==> config.mk <==
export PLATFORM = sky130hd
export DESIGN_NAME = load_store_unit
export DESIGN_NICKNAME = d
export VERILOG_FILES = /design/src/rtl/lsu_pkg.sv /design/src/rtl/lsu_lane_align.sv /design/src/rtl/load_store_unit.sv
export SDC_FILE = /design/constraint.sdc
export NUM_CORES = 1
export LEC_CHECK = 0
export CORE_ASPECT_RATIO = 1.4
export CORE_UTILIZATION = 41
export DETAILED_ROUTE_END_ITERATION = 8
export PLACE_DENSITY_LB_ADDON = 0.25
export SLEW_MARGIN = 20
export SYNTH_ARGS = -nofsm -noshare
export SYNTH_HDL_FRONTEND = slang
export SYNTH_HIERARCHICAL = 1
export SYNTH_SLANG_ARGS = --single-unit
==> constraint.sdc <==
create_clock -name clk -period 3.29 [get_ports clk]
set_clock_uncertainty 0.15 [all_clocks]
set_input_delay 0.658 -clock clk [delete_from_list [all_inputs] [get_ports clk]]
set_output_delay 0.658 -clock clk [all_outputs]
set_load 0.03 [all_outputs]
==> src/rtl/lsu_pkg.sv <==
// Shared encodings for the load/store unit: access sizes and FSM states.
package lsu_pkg;

  localparam logic [1:0] SZ_BYTE = 2'b00;
  localparam logic [1:0] SZ_HALF = 2'b01;
  localparam logic [1:0] SZ_WORD = 2'b10;
  localparam logic [1:0] SZ_ILL  = 2'b11;

  typedef enum logic [2:0] {
    ST_IDLE   = 3'd0,
    ST_ACCESS = 3'd1,
    ST_WAIT   = 3'd2,
    ST_WRITE  = 3'd3,
    ST_RESP   = 3'd4
  } lsu_state_e;

endpackage

==> src/rtl/lsu_lane_align.sv <==
// Combinational lane logic: alignment check, load extract/extend, store lane merge.
module lsu_lane_align
  import lsu_pkg::*;
(
  input  logic [1:0]  size,
  input  logic [1:0]  addr_lo,
  input  logic        is_signed,
  input  logic [31:0] mem_word,
  input  logic [31:0] st_data,
  output logic        align_err,
  output logic [31:0] ld_data,
  output logic [31:0] st_word
);

  // Sign- or zero-extend a right-justified byte/half to 32 bits.
  function automatic logic [31:0] extend(input logic [15:0] v, input logic is_half,
                                         input logic sgn);
    logic signed [7:0]  b;
    logic signed [15:0] h;
    logic signed [31:0] r;
    b = v[7:0];
    h = v;
    if (!sgn)        r = is_half ? {16'h0000, v} : {24'h000000, v[7:0]};
    else if (is_half) r = 32'(h);
    else             r = 32'(b);
    return r;
  endfunction

  logic [4:0]  lane_sh;
  logic [31:0] shifted;

  assign lane_sh = {addr_lo, 3'b000};
  assign shifted = mem_word >> lane_sh;

  // Decode alignment, extract the addressed lanes and merge store data into the word.
  always_comb begin
    align_err = 1'b0;
    ld_data   = 32'h0;
    st_word   = mem_word;
    case (size)
      SZ_BYTE: begin
        ld_data = extend({8'h00, shifted[7:0]}, 1'b0, is_signed);
        st_word = (mem_word & ~(32'h0000_00FF << lane_sh)) |
                  ((st_data & 32'h0000_00FF) << lane_sh);
      end
      SZ_HALF: begin
        align_err = addr_lo[0];
        ld_data   = extend(shifted[15:0], 1'b1, is_signed);
        st_word   = (mem_word & ~(32'h0000_FFFF << lane_sh)) |
                    ((st_data & 32'h0000_FFFF) << lane_sh);
      end
      SZ_WORD: begin
        align_err = (addr_lo != 2'b00);
        ld_data   = mem_word;
        st_word   = st_data;
      end
      default: begin
        align_err = 1'b1;
      end
    endcase
  end

endmodule

==> src/rtl/load_store_unit.sv <==
// Memory-access stage: byte/half/word loads and stores against a word-wide data memory,
// with read-modify-write for sub-word stores and one response per request.
module load_store_unit
  import lsu_pkg::*;
#(
  parameter int MEM_RD_LAT = 1,
  parameter int WORD_ADDR  = 1
) (
  input  logic        clk,
  input  logic        rst_n,
  input  logic        req_valid,
  output logic        req_ready,
  input  logic        req_we,
  input  logic [1:0]  req_size,
  input  logic        req_signed,
  input  logic [31:0] req_addr,
  input  logic [31:0] req_wdata,
  input  logic [4:0]  req_rd,
  output logic        resp_valid,
  input  logic        resp_ready,
  output logic [31:0] resp_rdata,
  output logic [4:0]  resp_rd,
  output logic        resp_err,
  output logic [31:0] mem_addr,
  output logic [31:0] mem_wdata,
  output logic        mem_we,
  input  logic [31:0] mem_rdata
);

  function automatic logic [31:0] map_addr(input logic [31:0] a);
    return (WORD_ADDR != 0) ? {2'b00, a[31:2]} : {a[31:2], 2'b00};
  endfunction

  lsu_state_e  state_q, state_d;
  logic        we_q;
  logic [1:0]  size_q;
  logic        signed_q;
  logic [1:0]  addr_lo_q;
  logic [31:0] wdata_q;
  logic [4:0]  rd_q;

  logic        accept;
  logic        capture;
  logic [1:0]  sel_size;
  logic [1:0]  sel_addr_lo;
  logic        align_err;
  logic [31:0] ld_data;
  logic [31:0] st_word;

  assign req_ready  = (state_q == ST_IDLE);
  assign resp_valid = (state_q == ST_RESP);
  assign mem_we     = (state_q == ST_WRITE);
  assign accept     = req_valid && (state_q == ST_IDLE);
  // Read data is valid in ACCESS for an async memory, in WAIT for a registered one.
  assign capture    = ((state_q == ST_ACCESS) && (MEM_RD_LAT == 0)) || (state_q == ST_WAIT);

  // In IDLE the lane logic checks the incoming request; afterwards it works on latched fields.
  assign sel_size    = (state_q == ST_IDLE) ? req_size      : size_q;
  assign sel_addr_lo = (state_q == ST_IDLE) ? req_addr[1:0] : addr_lo_q;

  lsu_lane_align u_align (
    .size      (sel_size),
    .addr_lo   (sel_addr_lo),
    .is_signed (signed_q),
    .mem_word  (mem_rdata),
    .st_data   (wdata_q),
    .align_err (align_err),
    .ld_data   (ld_data),
    .st_word   (st_word)
  );

  // State register.
  always_ff @(posedge clk or negedge rst_n) begin
    if (!rst_n) state_q <= ST_IDLE;
    else        state_q <= state_d;
  end

  // Next-state decode.
  always_comb begin
    state_d = state_q;
    case (state_q)
      ST_IDLE: begin
        if (req_valid) begin
          if (align_err)                         state_d = ST_RESP;
          else if (req_we && req_size == SZ_WORD) state_d = ST_WRITE;
          else                                   state_d = ST_ACCESS;
        end
      end
      ST_ACCESS: begin
        if (MEM_RD_LAT == 0) state_d = we_q ? ST_WRITE : ST_RESP;
        else                 state_d = ST_WAIT;
      end
      ST_WAIT:  state_d = we_q ? ST_WRITE : ST_RESP;
      ST_WRITE: state_d = ST_RESP;
      ST_RESP:  if (resp_ready) state_d = ST_IDLE;
      default:  state_d = ST_IDLE;
    endcase
  end

  // Latch all request fields on accept.
  always_ff @(posedge clk or negedge rst_n) begin
    if (!rst_n) begin
      we_q      <= 1'b0;
      size_q    <= SZ_BYTE;
      signed_q  <= 1'b0;
      addr_lo_q <= 2'b00;
      wdata_q   <= 32'h0;
      rd_q      <= 5'd0;
    end else if (accept) begin
      we_q      <= req_we;
      size_q    <= req_size;
      signed_q  <= req_signed;
      addr_lo_q <= req_addr[1:0];
      wdata_q   <= req_wdata;
      rd_q      <= req_rd;
    end
  end

  // Memory address/data: loaded for legal accesses, merged word loaded on capture, else held.
  always_ff @(posedge clk or negedge rst_n) begin
    if (!rst_n) begin
      mem_addr  <= 32'h0;
      mem_wdata <= 32'h0;
    end else begin
      if (accept && !align_err) begin
        mem_addr <= map_addr(req_addr);
        if (req_we && req_size == SZ_WORD) mem_wdata <= req_wdata;
      end
      if (capture && we_q) mem_wdata <= st_word;
    end
  end

  // Response fields: set on entry to RESP and held until the next response.
  always_ff @(posedge clk or negedge rst_n) begin
    if (!rst_n) begin
      resp_rdata <= 32'h0;
      resp_rd    <= 5'd0;
      resp_err   <= 1'b0;
    end else begin
      if (accept && align_err) begin
        resp_rdata <= 32'h0;
        resp_rd    <= req_rd;
        resp_err   <= 1'b1;
      end
      if (capture && !we_q) begin
        resp_rdata <= ld_data;
        resp_rd    <= rd_q;
        resp_err   <= 1'b0;
      end
      if (state_q == ST_WRITE) begin
        resp_rdata <= 32'h0;
        resp_rd    <= rd_q;
        resp_err   <= 1'b0;
      end
    end
  end

endmodule
==> out/qor.csv, run 1 <==
metric;value;unit
total of buffers placed on input and output ports;211;
type of the setup path with the least slack;reg2reg;
Distinct cells, synth;49;
EDFF count, synth;0;
post-route fraction of the period consumed by the critical path;0.915;
Post-Synthesis Cells;683;
die area;19100;um2
number of placement rows;58;
clk root buf;sky130_fd_sc_hd__clkbuf_16;
chip width;117;um
proportion of total power due to net switching;0.428;
startpoint type of the worst setup path;register;
share of cells above drive strength 1;0.173;
sequential share of the synthesized area;0.482;
kind of end point of the critical path;register;
number of buffers added by the clock tree synthesis step;17;
final WL;23300;um
slew at the pin with the worst max-slew slack;0.721;ns
proportion of netlist area held by the largest area contributor;0.482;
number of buffers on the longest clock path;2;
via count of the first global-routing pass;6584;
worst min-delay path category;in2async;
cells along the critical path;nor3_4 -> buf_4 -> mux2_4 -> inv_2 -> o21ai_2 -> nor4bb_2 -> nand2_2 -> buf_12 -> mux2i_1 -> o21ai_1;
total of flip-flops plus latches after synthesis;146;
DRT Pass-1 Iters;5;
power share of the clock group;0.165;
CP Buf/Inv Count;3;
DR iter-0 viols;430;
average footprint of a synthesized cell;11.1;um2
worst-path maximum fanout;32;
total grt overflow;0;
per-cell routed wire length;20.3;um
Worst-path clk slew;0.06;ns
total vias in the final route;6429;
count of H-tree levels built during CTS;4;
capture instance of the worst register-to-register path;mem_wdata[20]$_DFFE_PN0P_;
DP Area;10100;um2
Fin. Hold Viols;0;
Net count, final;1010;
count of final setup violators;0;
relative contribution of combinational cells to total power;0.568;
post-CTS setup buffers;0;
number of instances resized during post-cts repair;0;
relative area change from synthesis to final layout;40.3;%
Yosys warnings;6;
number of vias per cell;5.59;
Boundary Pins;214;
slew margin rel.;0.519;
critical path arrival;3.14;ns
clock period minus worst slack;3.01;ns
global-route wire length before repair;36100;um
number of hold buffers added after CTS;0;
Area contributors post-synth;sky130_fd_sc_hd__dfrtp_1 (48%), sky130_fd_sc_hd__mux2_2 (10%), sky130_fd_sc_hd__mux2i_1 (7.1%);
largest voltage drop on the vdd net;0.620;mV
result of the run;finished, final reports clean;
register share of total power;0.267;
post-synthesis cell type with the largest combined area;sky130_fd_sc_hd__dfrtp_1;
# diodes;0;
reg-to-reg slack, setup;0.28;ns
later-pin clock latency in the skew report;0.43;ns
TritonCTS clock tree;yes;
post-route cell area;10600;um2
largest delay contributor family on the critical path;simple AND/OR/NAND/NOR gates;
FILL cells;1540;
count of nets left with antenna violations after detail routing;0;
Highest Clock Rate;332;MHz
Worst EP required;3.42;ns
clk sinks;146;
Final Slew Violations;0;
peak per-stage delay on the critical path;0.47;ns
Critical R2R Launch;state_q[0]$_DFFE_PN0P_;
switching power total;5.10;mW
placed wire-length estimate;17000;um
area of the core;18100;um2
Netlist Area Pre-Place;7590;um2
height of the die;163;um
drc violations;0;
Tot GR Track Use;0.254;
power density over the cells;1120;nW/um2
Int Pwr;6.81;mW
RSZ-0062 raised after global routing;false;
final weighted congestion in routability-driven placement;0.937;
largest net degree at the start of global routing;65;
number of max-cap violations;0;
Fin Setup TNS;0;ns
cell leakage power;4.75;nW
r2r worst-path depth;10;
dominant synthesized flop cell;sky130_fd_sc_hd__dfrtp_1;
library cell contributing the largest single delay on the critical path;sky130_fd_sc_hd__dfrtp_2;
number of antenna violations at the first check in global routing;0;
Synth async-reset ratio;1.00;
initial core utilization;0.420;
## layer usage
metal  share of wire  up-vias  GRT usage
met4           0.041        0      0.132
met1            0.40     3118      0.304
met5               0        -          0
met3           0.074       53     0.0640
li1                -     2957          -
met2            0.49      301      0.417
## power groups by stage
stage / Combinational [mW] / Sequential (mW) / Clock (mW)
after floorplan: 3.54 / 4.01 / 0
after global placement: 6.66 / 3.16 / 0
after detailed placement: 6.71 / 3.19 / 0
after CTS: 6.76 / 3.17 / 1.99
after global routing: 7.22 / 3.27 / 2.06
final: 6.77 / 3.18 / 1.96
## cell families after synthesis
family | Yosys count | synth area share
compound gates | 215 | 0.201
mux | 132 | 0.188
fa+ha+maj | 4 | 0.00660
simple gates | 127 | 0.0768
buf+inv | 58 | 0.0450
other cells | 1 | 0.000494
flops | 146 | 0.482
## worst max path at each step
stage | from | cells after the start | to | slack (ns)
finish | state_q[0]$_DFFE_PN0P_ | 10 | mem_wdata[20]$_DFFE_PN0P_ | 0.28
global placement | req_addr[0] | 9 | resp_rdata[7]$_DFFE_PN0P_ | 0.07
global route | state_q[0]$_DFFE_PN0P_ | 10 | mem_wdata[5]$_DFFE_PN0P_ | 0.1
CTS | state_q[0]$_DFFE_PN0P_ | 10 | mem_wdata[20]$_DFFE_PN0P_ | 0.29
detailed placement | req_addr[0] | 9 | resp_rdata[18]$_DFFE_PN0P_ | 0.0004
floorplan | state_q[0]$_DFFE_PN0P_ | 13 | mem_wdata[1]$_DFFE_PN0P_ | 0.02
## cell type report
cell class	count	area (um2)	area share
flip-flops and latches	146	3650	0.343
repair buffers	248	2450	0.230
multi-input cells	480	3630	0.341
clock buffers	18	429	0.0403
inverters	4	15.0	0.00141
well taps	240	300	0.0282
clock inverters	14	164	0.0154
## placed cells by master, fill, tap and decap left out, types with 3 or more instances in the layout
| cell type | n |
|---|---|
| sky130_fd_sc_hd__a21oi_1 | 32 |
| sky130_fd_sc_hd__nand2_1 | 69 |
| sky130_fd_sc_hd__buf_4 | 32 |
| sky130_fd_sc_hd__clkdlybuf4s50_1 | 210 |
| sky130_fd_sc_hd__clkinvlp_4 | 3 |
| sky130_fd_sc_hd__o22ai_1 | 7 |
| sky130_fd_sc_hd__nand3b_1 | 3 |
| sky130_fd_sc_hd__mux2_1 | 8 |
| sky130_fd_sc_hd__a32o_1 | 8 |
| sky130_fd_sc_hd__a21o_1 | 16 |
| sky130_fd_sc_hd__nor2_1 | 30 |
| sky130_fd_sc_hd__nor2b_1 | 3 |
| sky130_fd_sc_hd__o21ai_0 | 15 |
| sky130_fd_sc_hd__ha_1 | 4 |
| sky130_fd_sc_hd__a221oi_1 | 7 |
| sky130_fd_sc_hd__a22oi_1 | 16 |
| sky130_fd_sc_hd__nand2b_1 | 4 |
| sky130_fd_sc_hd__a221o_1 | 16 |
| sky130_fd_sc_hd__buf_12 | 5 |
| sky130_fd_sc_hd__clkbuf_16 | 17 |
| sky130_fd_sc_hd__a22o_1 | 42 |
| sky130_fd_sc_hd__o21ai_1 | 46 |
| sky130_fd_sc_hd__mux2_2 | 68 |
| sky130_fd_sc_hd__clkinv_2 | 5 |
| sky130_fd_sc_hd__bufinv_16 | 3 |
| sky130_fd_sc_hd__mux2i_1 | 54 |
| sky130_fd_sc_hd__dfrtp_1 | 145 |
## Yosys cell counts (4+ instances only)
library cell,instances
sky130_fd_sc_hd__a21o_1,16
sky130_fd_sc_hd__mux2i_1,54
sky130_fd_sc_hd__nor2_1,31
sky130_fd_sc_hd__a22o_1,42
sky130_fd_sc_hd__a22oi_1,16
sky130_fd_sc_hd__o21ai_1,45
sky130_fd_sc_hd__nand2_1,69
sky130_fd_sc_hd__mux2_2,69
sky130_fd_sc_hd__a221oi_1,7
sky130_fd_sc_hd__clkbuf_1,10
sky130_fd_sc_hd__a21oi_1,32
sky130_fd_sc_hd__dfrtp_1,146
sky130_fd_sc_hd__buf_6,8
sky130_fd_sc_hd__o22ai_1,7
sky130_fd_sc_hd__nand2b_1,4
sky130_fd_sc_hd__o21ai_0,17
sky130_fd_sc_hd__a221o_1,16
sky130_fd_sc_hd__a32o_1,8
sky130_fd_sc_hd__buf_4,8
sky130_fd_sc_hd__buf_2,27
sky130_fd_sc_hd__mux2_1,8
sky130_fd_sc_hd__ha_1,4
## worst register-to-register path, cell delays in order, from the launching register on
cell,delay [ns]
sky130_fd_sc_hd__dfrtp_2,0.47
sky130_fd_sc_hd__nor3_4,0.31
sky130_fd_sc_hd__buf_4,0.18
sky130_fd_sc_hd__mux2_4,0.42
sky130_fd_sc_hd__inv_2,0.22
sky130_fd_sc_hd__o21ai_2,0.14
sky130_fd_sc_hd__nor4bb_2,0.36
sky130_fd_sc_hd__nand2_2,0.11
sky130_fd_sc_hd__buf_12,0.20
sky130_fd_sc_hd__mux2i_1,0.22
sky130_fd_sc_hd__o21ai_1,0.08
## metrics by stage
stage          cells  worst slack (ns)  hold WS [ns]   util  power, mW
2_1_floorplan    684            0.0177         0.212      -       7.55
3_3_place_gp    1118            0.0657         0.322  0.556       9.83
3_5_place_dp    1118          0.000421         0.331  0.556       9.90
4_1_cts         1150             0.292        0.0246  0.589       11.9
5_1_grt         1150            0.0971        0.0385  0.589       12.5
6_report        1150             0.281       0.00928  0.589       11.9
## registers in the layout, summed over array words and instances, names as in the netlist
| name | flops |
|---|---|
| state_q | 3 |
| mem_addr | 30 |
| addr_lo_q | 2 |
| rd_q | 5 |
| mem_wdata | 32 |
| we_q | 1 |
| resp_rdata | 32 |
| resp_rd | 5 |
| size_q | 2 |
| wdata_q | 32 |
| resp_err | 1 |
| signed_q | 1 |
Power figures use the tool's default switching activity.
==> run 2: changes to the inputs <==
--- a/config.mk
+++ b/config.mk
@@ -5,7 +5,6 @@
 export SDC_FILE = /design/constraint.sdc
 export NUM_CORES = 1
 export LEC_CHECK = 0
-export CORE_ASPECT_RATIO = 1.4
 export CORE_UTILIZATION = 41
 export DETAILED_ROUTE_END_ITERATION = 8
 export PLACE_DENSITY_LB_ADDON = 0.25
==> run 2 against run 1 <==
Net effect:
- core utilization grew 0.22 points
- clock-buffer cell count grew 4
- critical endpoint unchanged
- clock power grew 5%
- combinational power is essentially flat
==> out/qor.csv, run 2 (synthesis gave the netlist of run 1 again) <==
metric;value;unit;change
commonest cells after routing, fill and taps aside;sky130_fd_sc_hd__clkdlybuf4s50_1 (210), sky130_fd_sc_hd__dfrtp_1 (145), sky130_fd_sc_hd__nand2_1 (69);;
peak per-stage delay on the critical path;0.47;ns;about the same
Boundary Pins;214;;unchanged
total vias in the final route;6442;;+0.20%
Tot GR Track Use;0.249;;-0.00426
cells along the critical path;nor3_4 -> mux2_2 -> inv_2 -> ha_1 -> o21ai_2 -> nor4bb_2 -> nand2_2 -> buf_12 -> mux2i_1 -> o21ai_1;;
kind of end point of the critical path;register;;
number of buffers added by the clock tree synthesis step;17;;unchanged
global-route wire length before repair;36800;um;+2.1%
CP Buf/Inv Count;2;;-1
total grt overflow;0;;unchanged
initial core utilization;0.421;;+0.00105
total of buffers placed on input and output ports;211;;unchanged
Worst EP required;3.43;ns;about the same
slew margin rel.;0.479;;-0.0404
cell leakage power;4.75;nW;+0.10%
largest delay contributor family on the critical path;simple AND/OR/NAND/NOR gates;;
worst min-delay path category;in2async;;
placed wire-length estimate;16700;um;-1.7%
DP Area;10000;um2;-0.11%
via count of the first global-routing pass;6523;;-0.93%
critical path arrival;3.08;ns;-0.06 ns
Fin. Hold Viols;0;;unchanged
later-pin clock latency in the skew report;0.42;ns;about the same
clock period minus worst slack;2.94;ns;-0.0700 ns
number of instances resized during post-cts repair;0;;unchanged
clk root buf;sky130_fd_sc_hd__clkbuf_16;;
startpoint type of the worst setup path;register;;
power density over the cells;1130;nW/um2;+0.68%
TritonCTS clock tree;yes;;
commonest non-fill, non-tap cell in the layout;sky130_fd_sc_hd__clkdlybuf4s50_1;;
Worst-path clk slew;0.06;ns;about the same
area of the core;18000;um2;-0.25%
worst-path maximum fanout;32;;unchanged
chip width;138;um;+18%
count of nets left with antenna violations after detail routing;0;;unchanged
result of the run;finished, final reports clean;;
largest voltage drop on the vdd net;0.615;mV;-0.82%
Net count, final;1007;;-0.30%
post-route fraction of the period consumed by the critical path;0.893;;-0.0213
final WL;23500;um;+0.96%
RSZ-0062 raised after global routing;false;;
post-route cell area;10700;um2;+0.13%
Fin Setup TNS;0;ns;unchanged
# diodes;0;;unchanged
slew at the pin with the worst max-slew slack;0.782;ns;+0.0606 ns
number of vias per cell;5.68;;+1.5%
DR iter-0 viols;428;;-0.47%
number of buffers on the longest clock path;2;;unchanged
die area;19100;um2;about the same
number of max-cap violations;0;;unchanged
drc violations;0;;unchanged
post-CTS setup buffers;0;;unchanged
share of cells above drive strength 1;0.167;;-0.00586
count of final setup violators;0;;unchanged
number of hold buffers added after CTS;0;;unchanged
number of placement rows;49;;-16%
DRT Pass-1 Iters;5;;unchanged
height of the die;138;um;-15%
largest registers;mem_wdata: 32 flops, resp_rdata: 32 flops, wdata_q: 32 flops;;
Final Slew Violations;0;;unchanged
clk sinks;146;;unchanged
count of H-tree levels built during CTS;4;;unchanged
largest net degree at the start of global routing;60;;-7.7%
library cell contributing the largest single delay on the critical path;sky130_fd_sc_hd__dfrtp_2;;
type of the setup path with the least slack;reg2reg;;
relative area change from synthesis to final layout;40.5;%;
per-cell routed wire length;20.7;um;+2.3%
Highest Clock Rate;340;MHz;+2.4%
number of antenna violations at the first check in global routing;0;;unchanged
final weighted congestion in routability-driven placement;0.895;;-4.4%
[run 2: changes by cell type in the layout (fill, tap and decap cells not counted), sizes merged]
cell / before / now
clkinvlp: 3 / 2
clkbuf: 18 / 22
clkinv: 7 / 2
buf: 38 / 35
bufinv: 3 / 4
[run 2: through the flow]
step	utilization	setup slack (ns)	instances	hold WS [ns]	total power, mW
2_1_floorplan	-	0.0177	684	0.212	7.55
3_3_place_gp	0.557	0.233	1104	0.323	9.82
3_5_place_dp	0.557	0.169	1104	0.333	9.91
4_1_cts	0.591	0.311	1135	0.0661	12.0
5_1_grt	0.591	0.124	1135	0.101	12.6
6_report	0.591	0.351	1135	0.0590	12.0
[run 2: layout make-up]
cell class,count,area (um2)
sequential,146,3650
tap,229,287
inverter,4,15.0
clock buffer,22,464
multi-input combinational,480,3630
fill,1551,7360
clock inverter,9,154
timing repair buffer,245,2460
[run 2: worst register-to-register path: cells and delay by family (launching register included)]
family	cells	cell delay [ns]
AO/OA/AOI/OAI	2	0.18
adder cells (fa/ha/maj)	1	0.18
buffers and inverters	2	0.28
flip-flops	1	0.47
multiplexers	2	0.70
AND/OR/NAND/NOR	3	0.85
[run 2: path summary, 6_finish.rpt]
kind                                                from                    endpoint  slack (ns)  depth (start not counted)
worst max-delay path              state_q[0]$_DFFE_PN0P_   mem_wdata[20]$_DFFE_PN0P_        0.35                         10
min in group clk                mem_addr[24]$_DFFE_PN0P_    mem_addr[24]$_DFFE_PN0P_        0.34                          1
worst max register to register    state_q[0]$_DFFE_PN0P_   mem_wdata[20]$_DFFE_PN0P_        0.35                         10
max in group asynchronous                          rst_n  resp_rdata[23]$_DFFE_PN0P_        2.14                          2
worst min register to register  mem_addr[24]$_DFFE_PN0P_    mem_addr[24]$_DFFE_PN0P_        0.34                          1
worst min-delay path                               rst_n      wdata_q[2]$_DFFE_PN0N_        0.06                          1
[run 2: report_power, final]
group,switching (mW),internal (mW)
Clock,0.756,1.31
Sequential,0.594,2.59
Combinational,3.71,3.04
Total,5.06,6.94
[run 2: layer usage]
| layer | vias to the layer above | routed length (um) | GRT usage |
|---|---|---|---|
| met2 | 299 | 10700 | 0.378 |
| met3 | 44 | 1990 | 0.0790 |
| met1 | 3149 | 10300 | 0.331 |
| met4 | 0 | 582 | 0.0995 |
| li1 | 2950 | - | - |
| met5 | - | 0 | 0 |
